===== src/rtl/reg_bank_arbiter_pkg.sv =====
// ============================================================================
//  Module      : reg_arb_pkg
//  Description : Shared defaults, width helper and FSM state type for the
//                round-robin register-bank arbiter.
//  Revision    : 1.0 - initial release
// ============================================================================
`default_nettype none

package reg_arb_pkg;

    localparam int NREQ_DEF = 4;
    localparam int DW_DEF   = 8;
    localparam int NREG_DEF = 4;

    // Index width for n items; never less than one bit so ports stay legal
    function automatic int idx_width(input int n);
        return (n > 1) ? $clog2(n) : 1;
    endfunction

    localparam int AW_DEF = idx_width(NREG_DEF);

    typedef enum logic [0:0] {
        IDLE  = 1'b0,
        WRITE = 1'b1
    } state_t;

endpackage

`default_nettype wire


===== src/rtl/reg_bank_arbiter_if.sv =====
// ============================================================================
//  Module      : reg_bank_arbiter_if
//  Description : Requester/bank bus bundle. Requesters drive the master side,
//                the arbiter sits on the slave side.
//  Revision    : 1.0 - initial release
// ============================================================================
`default_nettype none

interface reg_bank_arbiter_if
    import reg_arb_pkg::*;
#(
    parameter int NREQ = NREQ_DEF,
    parameter int DW   = DW_DEF,
    parameter int NREG = NREG_DEF
);
    localparam int AW = idx_width(NREG);

    logic [NREQ-1:0]      req;
    logic [NREQ*AW-1:0]   req_addr;
    logic [NREQ*DW-1:0]   req_data;
    logic [NREQ-1:0]      gnt;
    logic                 busy;
    logic [NREG*DW-1:0]   reg_q;

    modport master (
        output req, req_addr, req_data,
        input  gnt, busy, reg_q
    );

    modport slave (
        input  req, req_addr, req_data,
        output gnt, busy, reg_q
    );

endinterface

`default_nettype wire


===== src/rtl/reg_bank_arbiter_rr_arbiter.sv =====
// ============================================================================
//  Module      : rr_arbiter
//  Description : Combinational round-robin picker. Returns the first set
//                request bit at or above ptr, wrapping from NREQ-1 to 0.
//  Revision    : 1.0 - initial release
// ============================================================================
`default_nettype none

module rr_arbiter #(
    parameter int NREQ = 4,
    parameter int PW   = 2
) (
    input  logic [NREQ-1:0] req,
    input  logic [PW-1:0]   ptr,
    output logic [PW-1:0]   winner,
    output logic            valid
);

    // One spare bit so ptr + offset cannot overflow before the wrap
    logic [PW:0]   sum;
    logic [PW-1:0] cand;

    // Scan offsets 0..NREQ-1 from ptr; the first hit wins
    always_comb begin
        winner = '0;
        valid  = 1'b0;
        sum    = '0;
        cand   = '0;
        for (int i = 0; i < NREQ; i++) begin
            sum = {1'b0, ptr} + (PW+1)'(i);
            if (sum >= (PW+1)'(NREQ)) begin
                sum = sum - (PW+1)'(NREQ);
            end
            cand = sum[PW-1:0];
            if (!valid && req[cand]) begin
                valid  = 1'b1;
                winner = cand;
            end
        end
    end

endmodule

`default_nettype wire


===== src/rtl/reg_bank_arbiter.sv =====
// ============================================================================
//  Module      : reg_bank_arbiter
//  Description : Round-robin arbiter granting one requester at a time write
//                access to a bank of NREG registers. Two-state FSM: IDLE
//                arbitrates and latches the winner, WRITE grants and writes.
//  Revision    : 1.0 - initial release
// ============================================================================
`default_nettype none

module reg_bank_arbiter
    import reg_arb_pkg::*;
#(
    parameter int NREQ = NREQ_DEF,
    parameter int DW   = DW_DEF,
    parameter int NREG = NREG_DEF
) (
    input  wire logic           clk,
    input  wire logic           rst_n,
    input  wire logic           clr,
    reg_bank_arbiter_if.slave   bus
);

    localparam int AW = idx_width(NREG);
    localparam int PW = idx_width(NREQ);
    localparam logic [PW-1:0] LAST_IDX = PW'(NREQ - 1);

    state_t          state;
    state_t          state_next;
    logic [PW-1:0]   ptr;
    logic [PW-1:0]   win;
    logic [PW-1:0]   win_q;
    logic            arb_valid;
    logic [AW-1:0]   addr_q;
    logic [DW-1:0]   data_q;
    logic [NREQ-1:0] gnt_w;

    logic [AW-1:0]   addr_lane [NREQ];
    logic [DW-1:0]   data_lane [NREQ];

    // Split the flat request buses into per-requester lanes
    for (genvar i = 0; i < NREQ; i++) begin : g_lane
        assign addr_lane[i] = bus.req_addr[i*AW +: AW];
        assign data_lane[i] = bus.req_data[i*DW +: DW];
    end

    rr_arbiter #(
        .NREQ (NREQ),
        .PW   (PW)
    ) u_rr (
        .req    (bus.req),
        .ptr    (ptr),
        .winner (win),
        .valid  (arb_valid)
    );

    // State register; reset aborts any write in flight
    always_ff @(posedge clk or negedge rst_n) begin
        if (!rst_n) begin
            state <= IDLE;
        end else begin
            state <= state_next;
        end
    end

    // Next state: IDLE waits for any request, WRITE always lasts one cycle
    always_comb begin
        state_next = state;
        case (state)
            IDLE:    if (arb_valid) state_next = WRITE;
            WRITE:   state_next = IDLE;
            default: state_next = IDLE;
        endcase
    end

    // Capture the winner's address/data on the arbitration cycle and advance ptr
    always_ff @(posedge clk or negedge rst_n) begin
        if (!rst_n) begin
            ptr    <= '0;
            win_q  <= '0;
            addr_q <= '0;
            data_q <= '0;
        end else if (state == IDLE && arb_valid) begin
            win_q  <= win;
            addr_q <= addr_lane[win];
            data_q <= data_lane[win];
            ptr    <= (win == LAST_IDX) ? '0 : win + 1'b1;
        end
    end

    // Grant is a one-cycle pulse for the latched winner while in WRITE;
    // clr does not mask it so a cleared request is still consumed
    always_comb begin
        gnt_w = '0;
        if (state == WRITE) begin
            gnt_w[win_q] = 1'b1;
        end
    end

    assign bus.gnt  = gnt_w;
    assign bus.busy = (state == WRITE);

    // Register bank: clr wins over the load at the edge ending WRITE
    for (genvar k = 0; k < NREG; k++) begin : g_bank
        logic [DW-1:0] q;
        logic          load;

        assign load = (state == WRITE) && (addr_q == AW'(k));

        // Per-register clear/load
        always_ff @(posedge clk or negedge rst_n) begin
            if (!rst_n) begin
                q <= '0;
            end else if (clr) begin
                q <= '0;
            end else if (load) begin
                q <= data_q;
            end
        end

        assign bus.reg_q[k*DW +: DW] = q;
    end

endmodule

`default_nettype wire


===== src/flat_wrapper.sv =====
// flat-port wrapper written by rule: the top's interface ports become plain ports
module reg_bank_arbiter_flat import reg_arb_pkg::*;
#(
    parameter int NREQ = NREQ_DEF,
    parameter int DW   = DW_DEF,
    parameter int NREG = NREG_DEF
)
  (clk, rst_n, clr, bus_req, bus_req_addr, bus_req_data, bus_gnt, bus_busy, bus_reg_q);
  reg_bank_arbiter_if #(.NREQ(NREQ), .DW(DW), .NREG(NREG)) bus_i ();
  input  wire logic clk;
  input  wire logic rst_n;
  input  wire logic clr;
  input wire logic [$bits(bus_i.req)-1:0] bus_req;
  input wire logic [$bits(bus_i.req_addr)-1:0] bus_req_addr;
  input wire logic [$bits(bus_i.req_data)-1:0] bus_req_data;
  output wire logic [$bits(bus_i.gnt)-1:0] bus_gnt;
  output wire logic [$bits(bus_i.busy)-1:0] bus_busy;
  output wire logic [$bits(bus_i.reg_q)-1:0] bus_reg_q;
  assign bus_i.req = bus_req;
  assign bus_i.req_addr = bus_req_addr;
  assign bus_i.req_data = bus_req_data;
  assign bus_gnt = bus_i.gnt;
  assign bus_busy = bus_i.busy;
  assign bus_reg_q = bus_i.reg_q;
  reg_bank_arbiter #(.NREQ(NREQ), .DW(DW), .NREG(NREG)) u_core (.clk(clk), .rst_n(rst_n), .clr(clr), .bus(bus_i));
endmodule

===== config.mk =====
export PLATFORM = sky130hd
export DESIGN_NAME = reg_bank_arbiter_flat
export DESIGN_NICKNAME = d
export VERILOG_FILES = /design/src/rtl/reg_bank_arbiter_pkg.sv /design/src/rtl/reg_bank_arbiter_if.sv /design/src/rtl/reg_bank_arbiter_rr_arbiter.sv /design/src/rtl/reg_bank_arbiter.sv /design/src/flat_wrapper.sv
export SDC_FILE = /design/constraint.sdc
export NUM_CORES = 1
export LEC_CHECK = 0
export CAP_MARGIN = 20
export CORE_UTILIZATION = 45
export CTS_BUF_LIST = sky130_fd_sc_hd__clkbuf_8 sky130_fd_sc_hd__clkbuf_16
export CTS_CLUSTER_SIZE = 24
export DETAILED_ROUTE_END_ITERATION = 7
export GPL_ROUTABILITY_DRIVEN = 0
export PLACE_DENSITY = 0.8
export SLEW_MARGIN = 40
export SYNTH_ARGS = -nofsm -noshare
export SYNTH_HDL_FRONTEND = slang
export SYNTH_SLANG_ARGS = --single-unit

===== constraint.sdc =====
create_clock -name clk -period 1.75 [get_ports clk]
set_input_delay 0.4375 -clock clk [delete_from_list [all_inputs] [get_ports clk]]
set_output_delay 0.4375 -clock clk [all_outputs]
set_load 0.02 [all_outputs]

---- Word level (Yosys, flattened, before mapping) ----
Cells that the tools add are included.
operators by class
  add/subtract/negate cells ............... 8
  $lt $le $gt $ge ......................... 11
  equal/unequal tests ..................... 4
  mux-type cells .......................... 40
  bitwise operators ....................... 2
  reduce and logical (&&, ||, !) cells .... 17
operators with widths
  cell                   number
  $mux W8                10
  $mux W2                11
  $bmux W8 S2            1
  $lt A2 B3 Y1 const B   5
  $ge A3 B3 Y1 const B   4
  $mux W1                10
  $logic_and A1 B1 Y1    9
  $bmux W1 S2            4
  $reduce_bool A2 Y1     4
  $sub A2 B1 Y2 const B  4
  $add A2 B2 Y3 const B  2
  $eq A2 B2 Y1 const B   3
  $bmux W2 S2            1
  $mux W4                1
  $add A2 B1 Y3 const B  1
  $ge A2 B3 Y1 const B   1
  $logic_not A1 Y1       3
  $not A2 Y3             1
  $add A2 B1 Y2 const B  1
  $demux W1 S2           1
  $eq A2 B1 Y1 const B   1
  $ge A2 B1 Y1 const B   1
  $logic_not A2 Y1       1
  $pmux W1 S2            1
  $not A1 Y1             1
word-level totals
  register bits after elaboration ......... 47
  bits of input ports ..................... 47
  output and inout bits ................... 37
  word-level logic and storage cells ...... 91

---- Logic depth before layout (Yosys ltp) ----
Gate-level depths: netlist of run 1.
  depth in word-level cells ............... 18
  mapped depth ............................ 7
  gate-level depth less buffers ........... 5

---- By module ----
Synthesis of run 1 repeated with hierarchy kept, for this count alone.
unflattened totals
  cells, all modules ...................... 204
  area, all modules ....................... 2331.0 um2
by module, submodules not included
  module            instances  cells an instance  area an instance (um2)  seq. area each (um2)
  reg_bank_arbiter  1          189                2253.4                  1176.1
  rr_arbiter        1          15                 77.6                    0.0

---- Least setup slack after synthesis of run 1 ----
OpenSTA, ideal clock, no wires.
  path kind ............................... register to output
  from .................................... reg u_core.state, in the netlist u_core.bus.busy
  to ...................................... out bus_gnt[0]
  arrival time ............................ 1.235 ns
  data required time ...................... 1.312 ns
  path slack .............................. 0.078 ns
  stages on the path, launching flop included .. 3
  path buffers ............................ 1
  cell sequence ........................... dfrtp_1 -> clkbuf_1 -> nor3b_1
on the way
  cells in the longest elaborated chain, start to end .. 1
ends and longest elaborated chain
  element                 line                    RTL
  from (decl)             reg_bank_arbiter.sv:27  state_t state;
  from (signal assigned)  reg_bank_arbiter.sv:61  state <= state_next;
  $mux W4                 reg_bank_arbiter.sv:94  if (state == WRITE) begin
  to (decl)               flat_wrapper.sv:16      output wire logic [$bits(bus_i.gnt)-1:0] bus_gnt;
Every way passes these cells.

---- Final worst setup path of run 1 ----
  from .................................... reg u_core.ptr[1]
  to ...................................... reg u_core.data_q[0]
on the way
  cells in the longest elaborated chain, start to end .. 18
  elaborated cells on any way between the ends .. 42
  those cells by class .................... add/sub (7); order compare (4); mux (23); bitwise (1); reduce/logical (7)
ends and longest elaborated chain
  element                                                                 line                    RTL
  from (decl)                                                             reg_bank_arbiter.sv:29  logic [PW-1:0] ptr;
  from (signal assigned)                                                  reg_bank_arbiter.sv:86  ptr <= (win == LAST_IDX) ? '0 : win + 1'b1;
  parallel branches: the longest is 18 deep, another holds $add A2 B1 Y3  -
  to (signal assigned)                                                    reg_bank_arbiter.sv:85  data_q <= data_lane[win];
  to (decl)                                                               reg_bank_arbiter.sv:34  logic [DW-1:0] data_q;
Several ways; the timed one is not identified. The select of a mux whose other input is x is not followed.
A chain may end at the register's enable or synchronous reset.

==> metrics, run 1 <==
RSZ-0062 raised after global routing true; Yosys reg bits 47; H-tree depth 2; global route overflow 0; wire length per cell 17.2 um; layout cell share with drive strength beyond 1 17.9%; mux cell area share after synthesis 17.8%; Seq/Total Area, Yosys 48.2%; total wire length 6970 um; final period utilization 102%; Port Buffer Count 83; # setup viols final 6; simple-gate portion of the synthesized area 14.9%; min-delay worst type primary input to asynchronous set/reset pin; kind of critical path register to register; first-pass GRT wire length approximately 9600 um; total core area about 0.0052 mm^2; Worst-Margin Slew ~500 ps; DR iter-0 viols between 100 and 150; hold buffers post-CTS 0; CTS max path bufs 2; Area growth, synth to finish 55.4%; Compound-Gate Fraction of Synth Area about 14%; vias per cell 5.49; Detailed Routing Iterations Pass 1 4; Startpoint Class register; Max Freq 560 MHz; Ports 84; DR vias 2225; status finished, violations left; Worst setup EP type register; adder-cell share of the synthesized area 0%; Critical Path RT 1950 ps; final worst setup slack -36.4 ps; Routed Antenna Nets 0; setup TNS -97.9 ps; Clock Sinks between 40 and 50; Worst Skew 4.32 ps; cell row count 26; Worst Path Max Fanout 7; post-synthesis cell count 234; Synth warnings 0; Avg Inst Size Synth about 10 um^2; DP HPWL 4540 um; die width ~76 um; Slew Limit Fails 0; Worst Hold Margin 76.8 ps; CTS buffer count 5; DRC 0; Period minus WS final 1790 ps; VDD IR-drop max 0.000809 V; Root Buffer clkbuf_8; DIE AREA roughly 0.0057 mm^2; main combinational cell family by area after synthesis multiplexers; worst skew pair latency 300 ps; CP arrival 1990 ps; maxcap violations 0; Chip Height 75.6 um; # diodes 0; CTS clk-pin slew, worst paths 90 ps; nets 381; Total GRT Usage 22.6%; PwrDens 1250 mW/mm^2; final hold violations 0; failing checks negative setup slack; vias in the first global route 1978; xor-xnor portion of the synthesized cell area 0.359%; pin count of the biggest net entering global routing 33; TritonCTS clock tree done; Max transition margin 66.5%; Synthesized Nets 281; initial antenna violation count 0; count of cell types in the netlist 31; area of the mapped netlist 0.00244 mm^2; Pleak 2.12 nW; Initial Util a little under half
==> layout make-up <==
type	instances	area [um^2]
Clock inverter	2	12.5
Clock buffer	6	82.6
Inverter	3	11.3
Fill cell	348	1380
Tap cell	70	87.6
Multi-Input combinational cell	168	1310
Timing Repair Buffer	109	1110
Sequential cell	47	1180
==> per-layer routing <==
layer  wire length [um]  track usage (%)
met5                  0                0
met4                176             5.76
met3                377             3.84
met2               3520             40.0
met1               2890             28.9
==> report_power, final <==
part / internal [W] / total, W / switching, W / leakage [nW]
clock network: 0.000318 / 0.000682 / 0.000363 / 0.0526
registers: 0.00136 / 0.00171 / 0.000357 / 0.625
logic: 0.00117 / 0.00234 / 0.00117 / 1.44
total: 0.00285 / 0.00474 / 0.00189 / 2.12
==> cell usage after synthesis, drive strengths merged <==
cell type  instances  area [um^2]
dfrtp             47         1180
mux2i             43          434
nor2              37          146
nand2             16         60.1
o21ai             15         75.1
buf               12         83.8
o311ai            11         96.3
a21boi             9         67.6
and3               9         56.3
clkbuf             5         18.8
nand3              4         20.0
a21oi              3         15.0
inv                3         11.3
nand2b             3         18.8
nand3b             3         22.5
nor3b              3         22.5
a211o              2         17.5
a21o               2         15.0
and3b              2         17.5
a2bb2oi            1         26.3
a31oi              1         6.26
o2bb2ai            1         15.0
o31ai              1         7.51
xor2               1         8.76
==> worst paths after layout <==
kind                                       startpoint                     to  slack, ps  cells after the start
worst max register to register          u_core.ptr[1]       u_core.data_q[0]        -40                      7
worst max-delay path                    u_core.ptr[1]       u_core.data_q[0]        -40                      7
max in group asynchronous                       rst_n  u_core.g_bank[2].q[4]       1170                      2
min in group clk                u_core.g_bank[1].q[3]  u_core.g_bank[1].q[3]        530                      2
worst min-delay path                            rst_n        u_core.bus.busy         80                      1
worst min register to register  u_core.g_bank[1].q[3]  u_core.g_bank[1].q[3]        530                      2
==> registers in the layout, indices dropped and copies added (netlist names) <==
signal / flops
u_core.g_bank.q: 32
u_core.data_q: 8
u_core.addr_q: 2
u_core.ptr: 2
u_core.win_q: 2
u_core.bus.busy: 1
==> through the flow <==
stage	cell area (um^2)	total power (W)	instances	setup WS, ps	utilization (%)
3_5_place_dp	3410	0.00360	388	-496	65.9
4_1_cts	3580	0.00441	400	4.01	69.3
5_1_grt	3790	0.00496	405	-92.7	73.3
6_report	3790	0.00474	405	-36.4	73.3
3_3_place_gp	3410	0.00354	388	-428	65.9
2_1_floorplan	2440	0.00288	234	77.8	-
==> cells in the final DEF, fill, tap and decap left out, types with 5 or more instances in the layout <==
| cell | Yosys | layout |
|---|---|---|
| nand2_1 | 16 | 15 |
| a21boi_0 | 9 | 9 |
| buf_4 | 1 | 21 |
| dfrtp_1 | 47 | 46 |
| and3_1 | 9 | 9 |
| o311ai_2 | 0 | 6 |
| mux2i_1 | 42 | 38 |
| o21ai_0 | 14 | 5 |
| clkbuf_8 | 0 | 6 |
| dlygate4sd2_1 | 0 | 5 |
| clkdlybuf4s50_1 | 0 | 55 |
| dlymetal6s2s_1 | 0 | 20 |
| o21ai_1 | 1 | 8 |
| nor2_1 | 36 | 36 |
==> critical path, cell delays in order (launching register included) <==
cell      delay [ps]
dfrtp_2          490
buf_4            160
and3b_1          160
o21ai_2          210
nand3_2          170
buf_4            170
a211o_1          240
o311ai_1          90
==> cell families (layout without fill, tap and decap cells) <==
kind of cell	Yosys count	in the layout
and+or+nand+nor	77	77
buffers and inverters	20	120
muxes	43	43
AOI/OAI and AO/OA	46	47
DFF	47	47
xor gates and xnor gates	1	1
==> timing repair <==
action,CTS,global route
gates resized for setup,12,53
cloned,1,0
endpoints found under the setup margin,16,32
pin swaps,4,5
setup buffers,4,5
No activity file was read; power rests on OpenSTA's default activity.
==> run 2, diff against run 1 <==
Settings changed: SKIP_CTS_REPAIR_TIMING set to 1.
==> run 2 against run 1 <==
  * The flow still finishes with violations (negative setup slack)
  * Combinational power grew 2%
  * Count of clock-buffer cells in the layout unchanged
  * Flip-flop and latch count is the same
  * Largest power group unchanged
  * Setup slack improved by 6.3 ps
  * Die area stayed put
  * Register-to-register slack about the same
  * Sequential power about the same
  * Critical path depth is 1 lower
==> metrics, run 2 (same netlist as run 1, synthesis figures left out) <==
highest metal used met4; Placed Cells 388 (unchanged); Chip Height 75.6 um (unchanged); status finished, violations left; kind of critical path register to register; layout cell share with drive strength beyond 1 18.4% (+0.46 points); pin count of the biggest net entering global routing 33 (unchanged); Cell Chain, Critical Path buf_4 -> and3b_1 -> o21ai_2 -> nand3_2 -> buf_6 -> o311ai_2; DIE AREA 0.00572 mm^2 (unchanged); Max Freq 562 MHz (+0.36%); Reg power frac 35.8% (-0.4 points); cell row count 26 (unchanged); Clock Sinks 47 (unchanged); total wire length 6690 um (-4.0%); failing checks negative setup slack; sw frac 39.4% (-0.41 points); M1 WL 2770 um (-4.1%); CTS buffer count 5 (unchanged); Comb power frac 50.0% (+0.6 points); final period utilization 102% (-0.36 points); Initial Util 47.1% (unchanged); DRC 0 (unchanged); CTS max path bufs 2 (unchanged); sw power 0.00187 W (-0.64%); final worst setup slack -30.1 ps (+6.35 ps); CTS clk-pin slew, worst paths 80 ps (about the same); Critical Path RT 1940 ps (about the same); most common cell after layout, fill and taps aside clkdlybuf4s50_1; die width 75.6 um (unchanged); VDD IR-drop max 0.000767 V (-5.1%); Layout fillers 343 (-1.4%); biggest regs u_core.g_bank.q x32, u_core.data_q x8; Largest register FFs 32 (unchanged); DP HPWL 4540 um (unchanged); setup TNS -33.3 ps (+64.6 ps); min-delay worst type primary input to asynchronous set/reset pin; # diodes 0 (unchanged); Total GRT Usage 21.9% (-0.76 points); Top reg by flops u_core.g_bank.q; CP bufs+invs 2 (unchanged); clock power share 14.1% (-0.3 points); Detailed Routing Iterations Pass 1 4 (unchanged); slowest stage delay, CP 490 ps (about the same); Multi-input gate area 0.00136 mm^2 (+3.8%); Period minus WS final 1780 ps (-6.35 ps); Pint 0.00288 W (+1.1%); worst skew pair latency 300 ps (about the same); Worst-Margin Slew 510 ps (+8.66 ps); met3 WL 342 um (-9.3%); Worst Path Max Fanout 7 (unchanged); Slew Limit Fails 0 (unchanged); vias per cell 5.34 (-2.8%); nets 378 (-0.79%); final cell count without fillers 402 (-0.74%); global route overflow 0 (unchanged); wire length per cell 16.6 um (-3.3%); first-pass GRT wire length 9290 um (-2.9%); maxcap violations 0 (unchanged); Port Buffer Count 83 (unchanged); H-tree depth 2 (unchanged); critical path's slowest cell dfrtp_2; Area growth, synth to finish 57.8%; Worst Skew 3.33 ps (-0.992 ps); total core area 0.00517 mm^2 (unchanged); Ports 84 (unchanged); initial antenna violation count 0 (unchanged); Root Buffer clkbuf_8; FF+latch area 0.00118 mm^2 (unchanged); vias in the first global route 1936 (-2.1%); Worst setup EP type register; DR vias 2147 (-3.5%); Max transition margin 65.9% (-0.58 points); Startpoint Class register; CP arrival 1970 ps (-20 ps); PwrDens 1240 mW/mm^2 (-1.1%); RSZ-0062 raised after global routing true; Routed Antenna Nets 0 (unchanged); TritonCTS clock tree done; most frequent cells in the layout clkdlybuf4s50_1, dfrtp_1, mux2i_1, nor2_1, dlymetal6s2s_1; fin util 74.4% (+1.1 points); kind of cell adding the most delay to the critical path compound AO/OA/AOI/OAI gates; # setup viols final 3 (-3); DR iter-0 viols 107 (-10%); final hold violations 0 (unchanged); Pleak 2.20 nW (+3.7%); metal2 WL 3460 um (-1.8%)
-- run 2: final timing paths --
check                                 startpoint                     to  slack [ps]  cells after the start
max in group asynchronous                  rst_n  u_core.g_bank[2].q[4]        1170                      2
hold reg to reg            u_core.g_bank[1].q[3]  u_core.g_bank[1].q[3]         530                      2
setup reg to reg                   u_core.ptr[1]       u_core.addr_q[1]         -30                      6
hold / removal                             rst_n        u_core.bus.busy          80                      1
setup / recovery                   u_core.ptr[1]       u_core.addr_q[1]         -30                      6
min in group clk           u_core.g_bank[1].q[3]  u_core.g_bank[1].q[3]         530                      2
-- run 2: layout make-up --
| cell class | instances | share of cell area [%] |
|---|---|---|
| Multi-Input combinational cell | 168 | 35.3 |
| Sequential cell | 47 | 30.6 |
| Timing Repair Buffer | 106 | 29.1 |
| Tap cell | 70 | 2.28 |
| Clock buffer | 6 | 2.15 |
| Clock inverter | 2 | 0.325 |
| Inverter | 3 | 0.293 |
-- run 2: metrics by stage --
step / cell area (um^2) / hold slack, ps / setup slack [ps] / power [W]
2_1_floorplan: 2440 / 142 / 77.8 / 0.00288
3_3_place_gp: 3410 / 411 / -428 / 0.00354
3_5_place_dp: 3410 / 413 / -496 / 0.00360
4_1_cts: 3500 / 92.0 / -246 / 0.00427
5_1_grt: 3850 / 116 / -81.9 / 0.00503
6_report: 3850 / 81.0 / -30.1 / 0.00475
-- run 2: per-layer routing --
metal	track usage, %	up-vias
met3	3.70	12
li1	-	1026
met5	0	-
met2	37.5	82
met1	28.9	1027
met4	5.56	0
-- run 2: power by group through the flow --
stage	combinational (W)	sequential, W	clock (W)
floorplan	0.00118	0.00170	0
global placement	0.00185	0.00169	0
detailed placement	0.00190	0.00171	0
CTS	0.00190	0.00169	0.000681
global route	0.00255	0.00174	0.000735
finish	0.00238	0.00170	0.000671
==> run 3, diff against run 2 <==
--- a/config.mk
+++ b/config.mk
@@ -7,10 +7,10 @@
 export LEC_CHECK = 0
 export CAP_MARGIN = 20
-export CORE_UTILIZATION = 45
-export CTS_BUF_LIST = sky130_fd_sc_hd__clkbuf_8 sky130_fd_sc_hd__clkbuf_16
+export CORE_UTILIZATION = 47
+export CTS_BUF_LIST = sky130_fd_sc_hd__clkbuf_8
 export CTS_CLUSTER_SIZE = 24
 export DETAILED_ROUTE_END_ITERATION = 7
 export GPL_ROUTABILITY_DRIVEN = 0
-export PLACE_DENSITY = 0.8
+export PLACE_DENSITY = 0.83
 export SKIP_CTS_REPAIR_TIMING = 1
 export SLEW_MARGIN = 40
==> constraint.sdc (replaced) <==
create_clock -name clk -period 1.75 [get_ports clk]
set_input_delay 0.35 -clock clk [delete_from_list [all_inputs] [get_ports clk]]
set_output_delay 0.35 -clock clk [all_outputs]
set_load 0.02 [all_outputs]
==> run 3 against run 2 <==
  * Core utilization down 0.16 points
  * Setup slack got worse by 26 ps
  * Count of clock-buffer cells in the layout rose by 1
  * Critical path depth stayed put
  * Largest power group unchanged
  * Clock power is 4.9% higher
  * Sequential share of layout area increased by 2.2 points
  * First-iteration DRC count up 39%
  * Via count decreased by 0.84%
  * Fmax decreased by 1.4%
  * The run ends with negative hold slack, negative setup slack left
  * Cell area fell by 6.5%
  * Die area fell by 4.1%
==> metrics, run 3 (same netlist as run 1, synthesis figures left out) <==
status finished, violations left; failing checks negative hold slack, negative setup slack; vias per cell 5.36 (+0.41%); Top reg by flops u_core.g_bank.q; Routed Antenna Nets 0 (unchanged); pin count of the biggest net entering global routing 33 (unchanged); Reg-to-Reg End u_core.addr_q[0]; Startpoint Class register; most frequent cells in the layout clkdlybuf4s50_1, dfrtp_1, mux2i_1, nor2_1, buf_4; TritonCTS clock tree done; wire length per cell 15.3 um (-7.9%); CP Launch Point u_core.ptr[1]; Root Buffer clkbuf_8; Worst R2R Setup Slack -60 ps (-30 ps); R2R Path Start u_core.ptr[1]; Max Freq 554 MHz (-1.4%); most common cell after layout, fill and taps aside clkdlybuf4s50_1; CTS clk-pin slew, worst paths 90 ps (about the same); clock power share 15.7% (+1.6 points); H-tree depth 2 (unchanged); Total GRT Usage 22.7% (+0.84 points); setup TNS -66.8 ps (-33.5 ps); DP HPWL 4310 um (-5.0%); Port Buffer Count 83 (unchanged); biggest regs u_core.g_bank.q x32, u_core.data_q x8; sw frac 37.9% (-1.5 points); min-delay worst type primary input to asynchronous set/reset pin; CP bufs+invs 1 (-1); Worst Skew 9.16 ps (+5.83 ps); Period minus WS final 1810 ps (+26.0 ps); path depth of the worst reg2reg path 6 (unchanged); DR vias 2129 (-0.84%); DIE AREA 0.00548 mm^2 (-4.1%); Ports 84 (unchanged); sw power 0.00170 W (-9.4%); critical path's slowest cell dfrtp_2; CTS max path bufs 2 (unchanged); Chip Height 74.0 um (-2.1%); CTS buffer count 5 (unchanged); Comb power frac 46.3% (-3.7 points); die width 74.0 um (-2.1%); Pint 0.00278 W (-3.6%); final hold violations 19 (+19); kind of cell adding the most delay to the critical path multiplexers; Worst-Margin Slew 507 ps (-2.61 ps); Detailed Routing Iterations Pass 1 5 (+1); VDD IR-drop max 0.000756 V (-1.5%); FF+latch area 0.00118 mm^2 (+0.11%); Largest register FFs 32 (unchanged); worst skew pair latency 300 ps (about the same); Worst setup EP type register; RSZ-0062 raised after global routing true; Reg power frac 37.9% (+2.1 points); PwrDens 1240 mW/mm^2 (+0.63%); total wire length 6080 um (-9.0%); Worst Path Max Fanout 10 (+3); final period utilization 103% (+1.5 points); Max transition margin 66.1% (+0.17 points); first-pass GRT wire length 9420 um (+1.4%); Initial Util 50.3% (+3.2 points); layout cell share with drive strength beyond 1 11.8% (-6.6 points); CP arrival 1990 ps (+20 ps); DR iter-0 viols 149 (+39%); Clock Sinks 47 (unchanged); Pleak 1.80 nW (-18%); kind of critical path register to register; initial antenna violation count 0 (unchanged); DRC 0 (unchanged); cell row count 25 (-3.8%); # diodes 0 (unchanged); maxcap violations 0 (unchanged); slowest stage delay, CP 480 ps (about the same); Cell Chain, Critical Path mux2i_4 -> o2bb2ai_4 -> nor2_4 -> buf_12 -> mux2i_1 -> o311ai_1; final worst setup slack -56.1 ps (-26.0 ps); # setup viols final 2 (-1); total core area 0.00485 mm^2 (-6.3%); Multi-input gate area 0.00120 mm^2 (-12%); Layout fillers 360 (+5.0%); Critical Path RT 1930 ps (about the same); fin util 74.2% (-0.16 points); Worst Hold Margin -15.1 ps (-96.1 ps); vias in the first global route 2008 (+3.7%); Slew Limit Fails 0 (unchanged); nets 376 (-0.53%); Area growth, synth to finish 47.6%; global route overflow 0 (unchanged)
-- run 3: cell types whose count changed in the layout (fill, tap and decap cells not counted), moves of 4 or more --
cell,delta
mux2i_1,+5
clkdlybuf4s50_1,+20
o311ai_2,-7
o311ai_1,+9
dlymetal6s2s_1,-20
o21ai_0,+7
o21ai_1,-4
-- run 3: per-layer routing --
layer | part of all wire [%] | track usage, % | vias up
met5 | 0 | 0 | -
met3 | 6.2 | 5.28 | 11
met2 | 49 | 37.4 | 94
met1 | 43 | 29.8 | 1004
met4 | 1.3 | 7.26 | 0
li1 | - | - | 1020
-- run 3: area by class of cell --
class,instances,share of cell area (%)
multi-input cells,168,33.2
clock inverters,1,0.104
repair buffers,104,28.6
well taps,67,2.33
clock buffers,7,2.68
flip-flops and latches,47,32.7
inverters,3,0.313
-- run 3: power by group through the flow --
stage	logic (W)	clock network, W	registers (W)
3_3_place_gp	0.00183	0	0.00168
6_report	0.00207	0.000704	0.00170
2_1_floorplan	0.00118	0	0.00170
5_1_grt	0.00223	0.000747	0.00174
4_1_cts	0.00190	0.000710	0.00167
3_5_place_dp	0.00189	0	0.00170
-- run 3: worst register-to-register path: stages (launching register included) --
cell and delay (ps):
dfrtp_2 480, mux2i_4 390, o2bb2ai_4 180, nor2_4 70, buf_12 150, mux2i_1 110, o311ai_1 300
-- run 3: through the flow --
| stage | total power, W | instance area, um^2 | std cells | setup WS (ps) |
|---|---|---|---|---|
| floorplan | 0.00288 | 2440 | 234 | 165 |
| global placement | 0.00351 | 3390 | 385 | -299 |
| detailed placement | 0.00359 | 3390 | 385 | -425 |
| CTS | 0.00428 | 3490 | 393 | -173 |
| global route | 0.00472 | 3600 | 397 | -111 |
| finish | 0.00447 | 3600 | 397 | -56.1 |
-- run 3: worst max-delay path by stage --
stage	end	slack, ps	cells after the start
6_report	u_core.addr_q[0]	-60	6
5_1_grt	u_core.addr_q[0]	-110	6
4_1_cts	bus_gnt[0]	-170	2
3_5_place_dp	u_core.data_q[0]	-430	6
3_3_place_gp	u_core.data_q[0]	-300	7
2_1_floorplan	bus_gnt[0]	170	2
